--- src/rtl/fwd_hazard_ctrl_pkg.sv ---
// Shared types for the forwarding/hazard controller: operand-mux select codes
// and the shadow copy of a pipeline stage's destination-register state.
package fwd_hazard_ctrl_pkg;

  localparam int unsigned REG_W = 5;

  typedef enum logic [1:0] {
    FWD_RF     = 2'b00,
    FWD_EXALU  = 2'b01,
    FWD_MEMALU = 2'b10,
    FWD_MEMMO  = 2'b11
  } fwd_sel_t;

  typedef struct packed {
    logic             v;
    logic             wreg;
    logic             m2reg;
    logic [REG_W-1:0] rn;
  } stage_slot;

  // True when the slot will write register r; r0 is hardwired and never produced.
  function automatic logic produces(stage_slot s, logic [REG_W-1:0] r);
    return s.v & s.wreg & (s.rn != '0) & (s.rn == r);
  endfunction

endpackage

--- src/rtl/fwd_hazard_ctrl_if.sv ---
// ID-stage request and forwarding/stall response bundle between the pipeline
// (master) and the hazard controller (slave).
interface fwd_hazard_ctrl_if #(
  parameter int unsigned RW = 5,
  parameter int unsigned CW = 16
);
  logic          id_valid;
  logic [RW-1:0] id_rs;
  logic [RW-1:0] id_rt;
  logic          id_use_rs;
  logic          id_use_rt;
  logic          id_wreg;
  logic          id_m2reg;
  logic [RW-1:0] id_rn;
  logic          flush;
  logic          hold;
  logic [1:0]    fwda;
  logic [1:0]    fwdb;
  logic          stall;
  logic          wpcir;
  logic [CW-1:0] stall_cnt;

  modport master (
    output id_valid, id_rs, id_rt, id_use_rs, id_use_rt,
           id_wreg, id_m2reg, id_rn, flush, hold,
    input  fwda, fwdb, stall, wpcir, stall_cnt
  );

  modport slave (
    input  id_valid, id_rs, id_rt, id_use_rs, id_use_rt,
           id_wreg, id_m2reg, id_rn, flush, hold,
    output fwda, fwdb, stall, wpcir, stall_cnt
  );
endinterface

--- src/rtl/fwd_hazard_ctrl_fwd_sel.sv ---
// Per-operand forwarding priority encoder: youngest available producer wins.
module fwd_sel
  import fwd_hazard_ctrl_pkg::*;
(
  input  stage_slot        ex,
  input  stage_slot        mem,
  input  logic [REG_W-1:0] src,
  output fwd_sel_t         sel
);

  // A load in EX has no data yet, so it falls through to an older MEM producer.
  always_comb begin
    sel = FWD_RF;
    if (produces(ex, src) && !ex.m2reg) begin
      sel = FWD_EXALU;
    end else if (produces(mem, src)) begin
      if (mem.m2reg) sel = FWD_MEMMO;
      else           sel = FWD_MEMALU;
    end
  end

endmodule

--- src/rtl/fwd_hazard_ctrl.sv ---
// Forwarding and load-use hazard controller for the 5-stage pipeline; tracks
// EX/MEM destination state and drives the ID operand-mux selects and stalls.
module fwd_hazard_ctrl
  import fwd_hazard_ctrl_pkg::*;
#(
  parameter int unsigned RW = REG_W,
  parameter int unsigned CW = 16
) (
  input logic               clk,
  input logic               clrn,
  fwd_hazard_ctrl_if.slave  bus
);

  stage_slot     ex_q, mem_q, ex_d;
  logic [CW-1:0] cnt_q;
  logic [RW-1:0] id_rs, id_rt, id_rn;
  fwd_sel_t      sel_a, sel_b;
  logic          stall;

  assign id_rs = bus.id_rs;
  assign id_rt = bus.id_rt;
  assign id_rn = bus.id_rn;

  fwd_sel u_fwda (.ex(ex_q), .mem(mem_q), .src(id_rs), .sel(sel_a));
  fwd_sel u_fwdb (.ex(ex_q), .mem(mem_q), .src(id_rt), .sel(sel_b));

  // Flush kills the ID instruction, so it can never be the victim of a load-use stall.
  assign stall = bus.id_valid & ~bus.flush & ex_q.m2reg &
                 ((bus.id_use_rs & produces(ex_q, id_rs)) |
                  (bus.id_use_rt & produces(ex_q, id_rt)));

  assign bus.fwda      = sel_a;
  assign bus.fwdb      = sel_b;
  assign bus.stall     = stall;
  assign bus.wpcir     = ~stall & ~bus.hold;
  assign bus.stall_cnt = cnt_q;

  always_comb begin
    ex_d = '0;
    if (!(stall | bus.flush | ~bus.id_valid)) begin
      ex_d.v     = 1'b1;
      ex_d.wreg  = bus.id_wreg;
      ex_d.m2reg = bus.id_m2reg;
      ex_d.rn    = id_rn;
    end
  end

  always_ff @(posedge clk) begin
    if (!clrn) begin
      ex_q  <= '0;
      mem_q <= '0;
      cnt_q <= '0;
    end else if (!bus.hold) begin
      mem_q <= ex_q;
      ex_q  <= ex_d;
      if (stall && cnt_q != '1) cnt_q <= cnt_q + 1'b1;
    end
  end

endmodule

--- src/flat_wrapper.sv ---
// flat-port wrapper written by rule: the top's interface ports become plain ports
module fwd_hazard_ctrl_flat import fwd_hazard_ctrl_pkg::*;
#(
  parameter int unsigned RW = REG_W,
  parameter int unsigned CW = 16
)
  (clk, clrn, bus_id_valid, bus_id_rs, bus_id_rt, bus_id_use_rs, bus_id_use_rt, bus_id_wreg, bus_id_m2reg, bus_id_rn, bus_flush, bus_hold, bus_fwda, bus_fwdb, bus_stall, bus_wpcir, bus_stall_cnt);
  fwd_hazard_ctrl_if #(.RW(RW), .CW(CW)) bus_i ();
  input logic clk;
  input logic clrn;
  input wire logic [$bits(bus_i.id_valid)-1:0] bus_id_valid;
  input wire logic [$bits(bus_i.id_rs)-1:0] bus_id_rs;
  input wire logic [$bits(bus_i.id_rt)-1:0] bus_id_rt;
  input wire logic [$bits(bus_i.id_use_rs)-1:0] bus_id_use_rs;
  input wire logic [$bits(bus_i.id_use_rt)-1:0] bus_id_use_rt;
  input wire logic [$bits(bus_i.id_wreg)-1:0] bus_id_wreg;
  input wire logic [$bits(bus_i.id_m2reg)-1:0] bus_id_m2reg;
  input wire logic [$bits(bus_i.id_rn)-1:0] bus_id_rn;
  input wire logic [$bits(bus_i.flush)-1:0] bus_flush;
  input wire logic [$bits(bus_i.hold)-1:0] bus_hold;
  output wire logic [$bits(bus_i.fwda)-1:0] bus_fwda;
  output wire logic [$bits(bus_i.fwdb)-1:0] bus_fwdb;
  output wire logic [$bits(bus_i.stall)-1:0] bus_stall;
  output wire logic [$bits(bus_i.wpcir)-1:0] bus_wpcir;
  output wire logic [$bits(bus_i.stall_cnt)-1:0] bus_stall_cnt;
  assign bus_i.id_valid = bus_id_valid;
  assign bus_i.id_rs = bus_id_rs;
  assign bus_i.id_rt = bus_id_rt;
  assign bus_i.id_use_rs = bus_id_use_rs;
  assign bus_i.id_use_rt = bus_id_use_rt;
  assign bus_i.id_wreg = bus_id_wreg;
  assign bus_i.id_m2reg = bus_id_m2reg;
  assign bus_i.id_rn = bus_id_rn;
  assign bus_i.flush = bus_flush;
  assign bus_i.hold = bus_hold;
  assign bus_fwda = bus_i.fwda;
  assign bus_fwdb = bus_i.fwdb;
  assign bus_stall = bus_i.stall;
  assign bus_wpcir = bus_i.wpcir;
  assign bus_stall_cnt = bus_i.stall_cnt;
  fwd_hazard_ctrl #(.RW(RW), .CW(CW)) u_core (.clk(clk), .clrn(clrn), .bus(bus_i));
endmodule
--- config.mk ---
export PLATFORM = sky130hd
export DESIGN_NAME = fwd_hazard_ctrl_flat
export DESIGN_NICKNAME = d
export VERILOG_FILES = /design/src/rtl/fwd_hazard_ctrl_pkg.sv /design/src/rtl/fwd_hazard_ctrl_if.sv /design/src/rtl/fwd_hazard_ctrl_fwd_sel.sv /design/src/rtl/fwd_hazard_ctrl.sv /design/src/flat_wrapper.sv
export SDC_FILE = /design/constraint.sdc
export NUM_CORES = 1
export LEC_CHECK = 0
export CAP_MARGIN = 25
export CORE_MARGIN = 3
export CORE_UTILIZATION = 50
export CTS_BUF_LIST = sky130_fd_sc_hd__clkbuf_8
export DETAILED_ROUTE_END_ITERATION = 8
export PLACE_DENSITY_LB_ADDON = 0.12
export SLEW_MARGIN = 20
export SYNTH_ARGS = -nofsm -noshare
export SYNTH_HDL_FRONTEND = slang
export SYNTH_SLANG_ARGS = --single-unit
export TNS_END_PERCENT = 100
--- constraint.sdc ---
create_clock -name clk -period 3.51 [get_ports clk]
set_input_delay 1.053 -clock clk [delete_from_list [all_inputs] [get_ports clk]]
set_output_delay 1.053 -clock clk [all_outputs]
set_load 0.005 [all_outputs]
Yosys cells after proc, flatten, opt, wreduce, memory -nomap -nowiden
Index checks and enable logic that the tools add are counted.
- word-level logic and storage cells: 49
- bits of input ports: 24
- flip-flop bits (word level): 32
- reduce and logical (&&, ||, !) cells: 7
- multiplexer cells: 6
- equality and inequality tests: 5
- add/sub/neg operators: 1
- bitwise logic cells: 21
- operators with widths (cell ; count):
    equality test 5 bit ; 4
    adder 16 x 1 -> 16 bit (second input constant) ; 1
    != test 16 bit (second input constant) ; 1
    AND 1 bit ; 14
    nonzero test 5 bit ; 2
    2-to-1 mux 2 bit ; 4
    2-to-1 mux 8 bit ; 1
    NOT 1 bit ; 4
    logical AND 1 bit ; 3
    bitwise OR 1 bit ; 3
    AND reduction 2 bit ; 1
    zero test 1 bit ; 1
    2-to-1 mux 1 bit ; 1

Logic depth before layout (Yosys ltp)
- word-level depth: 9
- gate-level depth with buffers: 7
- mapped depth without buffers: 6

Cells and area by module
A second synthesis with hierarchy kept.
- cell total of the unflattened synthesis: 215
- area total of the unflattened synthesis: 1921.8 um^2
- by module, submodules not included (module ; times used ; seq. area each (um^2) ; area each (um^2) ; cells each):
    fwd_hazard_ctrl ; 1 ; 640.6 ; 1574.0 ; 169
    fwd_sel ; 2 ; 0.0 ; 173.9 ; 23

Least setup slack after synthesis
Ideal clock, no wire load.
- path type: input -> output
- start: input bus_id_rt[3]
- end: output bus_wpcir
- path buffers: 0
- arrival time: 2.114 ns
- path slack: 0.343 ns
- stages on the path: 6
- required time: 2.457 ns
- path through: xor2_1 -> or3b_4 -> nor4_4 -> o21ai_0 -> inv_1 -> nor2_1
- word-level cells in the longest chain between the ends: 7
- RTL lines (item ; RTL line ; RTL):
    from (decl) ; flat_wrapper.sv:13 ; input wire logic [$bits(bus_i.id_rt)-1:0] bus_id_rt;
    equality test 5 bit ; fwd_hazard_ctrl_pkg.sv:23 ; return s.v & s.wreg & (s.rn != '0) & (s.rn == r);
    AND 1 bit ; fwd_hazard_ctrl_pkg.sv:23 ;
    AND 1 bit ; fwd_hazard_ctrl.sv:30 ; (bus.id_use_rt & produces(ex_q, id_rt)));
    bitwise OR 1 bit ; fwd_hazard_ctrl.sv:29 ; ((bus.id_use_rs & produces(ex_q, id_rs)) |
    AND 1 bit ; fwd_hazard_ctrl.sv:28 ; assign stall = bus.id_valid & ~bus.flush & ex_q.m2reg &
    net bus_stall ; flat_wrapper.sv:23 ; output wire logic [$bits(bus_i.stall)-1:0] bus_stall;
    NOT 1 bit ; fwd_hazard_ctrl.sv:35 ; assign bus.wpcir = ~stall & ~bus.hold;
    AND 1 bit ; fwd_hazard_ctrl.sv:35 ;
    to (decl) ; flat_wrapper.sv:24 ; output wire logic [$bits(bus_i.wpcir)-1:0] bus_wpcir;
The timed path passes the listed nets, and every way through them passes these cells.

Final worst setup path
- start: input bus_id_rs[2]
- end: output bus_fwda[0]
- word-level cells in the longest chain between the ends: 4
- RTL lines (item ; RTL line ; RTL):
    from (decl) ; flat_wrapper.sv:12 ; input wire logic [$bits(bus_i.id_rs)-1:0] bus_id_rs;
    equality test 5 bit ; fwd_hazard_ctrl_pkg.sv:23 ;
    AND 1 bit ; fwd_hazard_ctrl_pkg.sv:23 ;
    2-to-1 mux 2 bit or logical AND 1 bit (tied branches) ; fwd_hazard_ctrl_fwd_sel.sv:16, fwd_hazard_ctrl_fwd_sel.sv:14 ;
    2-to-1 mux 2 bit (*) ; fwd_hazard_ctrl_fwd_sel.sv:14 ; if (produces(ex, src) && !ex.m2reg) begin
    to (decl) ; flat_wrapper.sv:21 ; output wire logic [$bits(bus_i.fwda)-1:0] bus_fwda;
Mark *: on every way between the ends. The rest lies on a longest branch, timed or not.

==> summary.md <==
| Metric | Value |
|---|---|
| Status | `completed` |
| Vias in the first global route | `1729` |
| Combinational Power Share | `0.105` |
| Post-Syn Area | `1690 um^2` |
| Worst reg2reg path startpoint | `u_core.ex_q[3]` |
| Initial drt markers | `approximately 140` |
| Via-per-instance ratio | `between 5 and 6` |
| Final Max Tran Viols | `0` |
| Hold Crit Depth | `2` |
| Period Utilization, post-route | `0.979` |
| Net count after synthesis | `217` |
| Synth area leader | `dfxtp_1` |
| Initial antenna violation count | `0` |
| Max-cap viol count | `0` |
| Final Core Density | `0.751` |
| Leakage power | `0.899 nW` |
| Yosys reg bits | `32` |
| Fin area | `2350 um^2` |
| HP Class | `reg -> reg` |
| Net Sw Frac | `0.245` |
| Final hold viol count | `0` |
| Post-route setup TNS | `0 ns` |
| Clock Power Share | `0.373` |
| Overall power | `0.000712 W` |
| R2R cell count | `7` |
| Ys async rst share | `0` |
| Peak VDD IR | `0.272 mV` |
| Site Rows | `20` |
| Worst skew pair latency | `around 0.28 ns` |
| Synth Warn # | `0` |
| CP max stage delay | `0.31 ns` |
| Seq pwr share | `0.522` |
| Placed cell area | `2230 um^2` |
| Number of flops mapped to enable cells by yosys | `0` |
| Switch Pwr | `0.000175 W` |
| Fin Clk Skew | `around 0.0052 ns` |
| CP arrival | `2.38 ns` |
| CP most frequent cell | `buf_4` |
| First-pass GRT wire length | `8140 um` |
| Crit path launch | `bus_id_rs[2]` |
| Crit end category | `primary output` |
| N_diodes | `0` |
| CP Cell Sequence | `dlygate4sd2_1 > buf_4 > xor2_1 > nor4_2 > buf_4 > a21o_1 > clkdlybuf4s15_2` |
| Clk root buf | `clkbuf_8` |
| CTS Buffer Depth | `2` |
| Initial Utilization | `0.540` |
| Worst R2R End | `u_core.bus.stall_cnt[13]` |
| Antenna-violating nets left | `0` |
| WL final | `4750 um` |
| Internal power | `about 0.00054 W` |
| Die height | `64.1 um` |
| Share of cells above drive strength 1 | `0.137` |
| Critical path type | `in -> out` |
| Area Overhead vs Synth | `39.0%` |
| I/O pin total | `46` |
| Die width | `64.1 um` |
| Final min period | `3.44 ns` |
| Largest net degree at the start of global routing | `22` |
| Routed length per instance | `16.2 um` |
| Reg2reg setup slack | `1.16 ns` |
| Core area | `approximately 3100 um^2` |
| RSZ-0062 raised after global routing | `true` |
| PortBufs | `45` |
| Top-area cell type share of the netlist area | `0.379` |
| Worst setup SP type | `input pin` |
| # setup viols final | `0` |
| Total number of vias | `1700` |
| Worst hold slack | `0.499 ns` |
| CP max stage cell | `nor4_2` |
| F_max | `0.291 GHz` |
| Mapped Avg Cell Area | `8.80 um^2` |
| Total iterations of the first detailed-routing run | `4` |
| CTS tree | `built` |
| Total grt overflow | `0` |
| Area of the die | `~4000 um^2` |
| Clock tree sinks | `32` |
| Crit Path Max Fanout | `2` |
| Register area share after synthesis | `0.379` |
| Worst slew margin | `0.529` |
| Nets | `274` |
| Total CTS buffers | `5` |
| Top cells by area, synth | `dfxtp_1, xnor2_1, xor2_1` |
| Detailed Place HPWL | `3430 um` |
| Required time worst endpoint | `2.46 ns` |
| Synthesized instance count | `around 190` |
| Crit path to | `bus_fwda[0]` |
| Synth cell types | `37` |
| Pwr dens | `303 nW/um^2` |
| Final RePlAce weighted congestion | `between 0.8 and 0.9` |
| Clock transition at path regs | `0.06 ns` |
| Slew @ Worst Pin | `0.706 ns` |
| DR DRC count | `0` |
| Total track usage | `0.254` |
| H-tree levels | `2` |
| Top_reg_cell synth | `dfxtp_1` |
[cell families (layout without fill, tap and decap cells)]
| group | Yosys count | after routing | share of synthesized area |
|---|---|---|---|
| xor gates and xnor gates | 22 | 22 | 0.114 |
| DFF | 32 | 32 | 0.379 |
| AOI/OAI and AO/OA | 44 | 44 | 0.180 |
| and+or+nand+nor | 69 | 69 | 0.229 |
| muxes | 9 | 9 | 0.0533 |
| adders and majority gates | 1 | 1 | 0.00740 |
| buffers and inverters | 15 | 72 | 0.0377 |
[flip-flops by register name, indices dropped and copies added (netlist names)]
signal,flops
u_core.mem_q,8
u_core.ex_q,8
u_core.bus.stall_cnt,16
[cells in the final DEF (no fill, tap or decap), types with 2 or more instances in the layout]
master,synthesis,routed
nand2_1,10,9
mux2i_1,9,9
a22o_1,8,8
nor3_1,4,3
and2_1,3,3
o21a_1,2,2
nor2_1,17,17
nor4_2,0,2
xor2_1,11,10
dfxtp_1,32,32
inv_1,8,9
or4_1,8,8
a21o_1,2,2
and4_1,2,2
xnor2_1,11,10
buf_2,0,2
a21oi_1,12,12
clkdlybuf4s15_2,0,2
or3_1,4,4
o211ai_1,2,2
nor2b_1,2,2
dlygate4sd2_1,0,12
clkdlybuf4s50_1,0,28
clkbuf_8,0,5
buf_4,0,12
o21ai_0,6,5
o31ai_1,7,7
nand3_1,9,9
o2111ai_1,2,2
[power groups by stage]
stage / clock [W] / sequential (W) / combinational (W)
floorplan: 0 / 0.000378 / 0.0000334
global placement: 0 / 0.000380 / 0.0000722
detailed placement: 0 / 0.000380 / 0.0000739
CTS: 0.000265 / 0.000372 / 0.0000733
global route: 0.000287 / 0.000372 / 0.0000801
finish: 0.000265 / 0.000372 / 0.0000747
[synth_stat cells (5+ instances only)]
master / number
a22o_1: 8
nand3_1: 9
xor2_1: 11
inv_1: 8
a21oi_1: 12
nor2_1: 17
dfxtp_1: 32
o31ai_1: 7
or4_1: 8
xnor2_1: 11
o21ai_0: 6
nand2_1: 10
mux2i_1: 9
clkbuf_1: 5
[per-stage QoR]
stage,cells,worst slack [ns]
2_1_floorplan,192,0.343
3_3_place_gp,283,-0.545
3_5_place_dp,283,-0.543
4_1_cts,293,0.0172
5_1_grt,293,-0.00196
6_report,293,0.0743
[per-layer routing]
| layer | vias up | global-route usage | share of wire |
|---|---|---|---|
| li1 | 811 | - | - |
| met1 | 803 | 0.312 | 0.42 |
| met2 | 74 | 0.428 | 0.49 |
| met3 | 12 | 0.0580 | 0.072 |
| met4 | 0 | 0.0976 | 0.018 |
| met5 | - | 0 | 0 |
[critical path, delay by kind of cell]
family                    cells  cell delay (ns)
AOI/OAI and AO/OA             1             0.12
xor gates and xnor gates      1             0.14
buffers and inverters         4             0.76
and+or+nand+nor               1             0.31
[repair_timing]
| action | CTS | global route |
|---|---|---|
| pin swaps | 10 | 1 |
| setup buffers | 3 | 0 |
| endpoints found under the setup margin | 6 | 3 |
| resized for setup | 38 | 0 |
| hold buffers | 0 | 0 |
[cell type report]
type,instances,area (um^2)
Sequential cell,32,641
Tap cell,44,55.1
Clock buffer,5,68.8
Inverter,8,30.0
Fill cell,257,778
Multi-Input combinational cell,145,1030
Timing Repair Buffer,57,518
Clock inverter,2,8.76
[worst min path at each step]
stage / start / to / slack [ns]
after global placement: u_core.bus.stall_cnt[14] / u_core.bus.stall_cnt[14] / 0.47
after CTS: u_core.bus.stall_cnt[14] / u_core.bus.stall_cnt[14] / 0.50
final: u_core.bus.stall_cnt[11] / u_core.bus.stall_cnt[11] / 0.50
after detailed placement: u_core.bus.stall_cnt[14] / u_core.bus.stall_cnt[14] / 0.49
after floorplan: u_core.mem_q[6] / u_core.mem_q[6] / 0.46
after global routing: u_core.bus.stall_cnt[11] / u_core.bus.stall_cnt[11] / 0.52
Power figures use the tool's default switching activity.
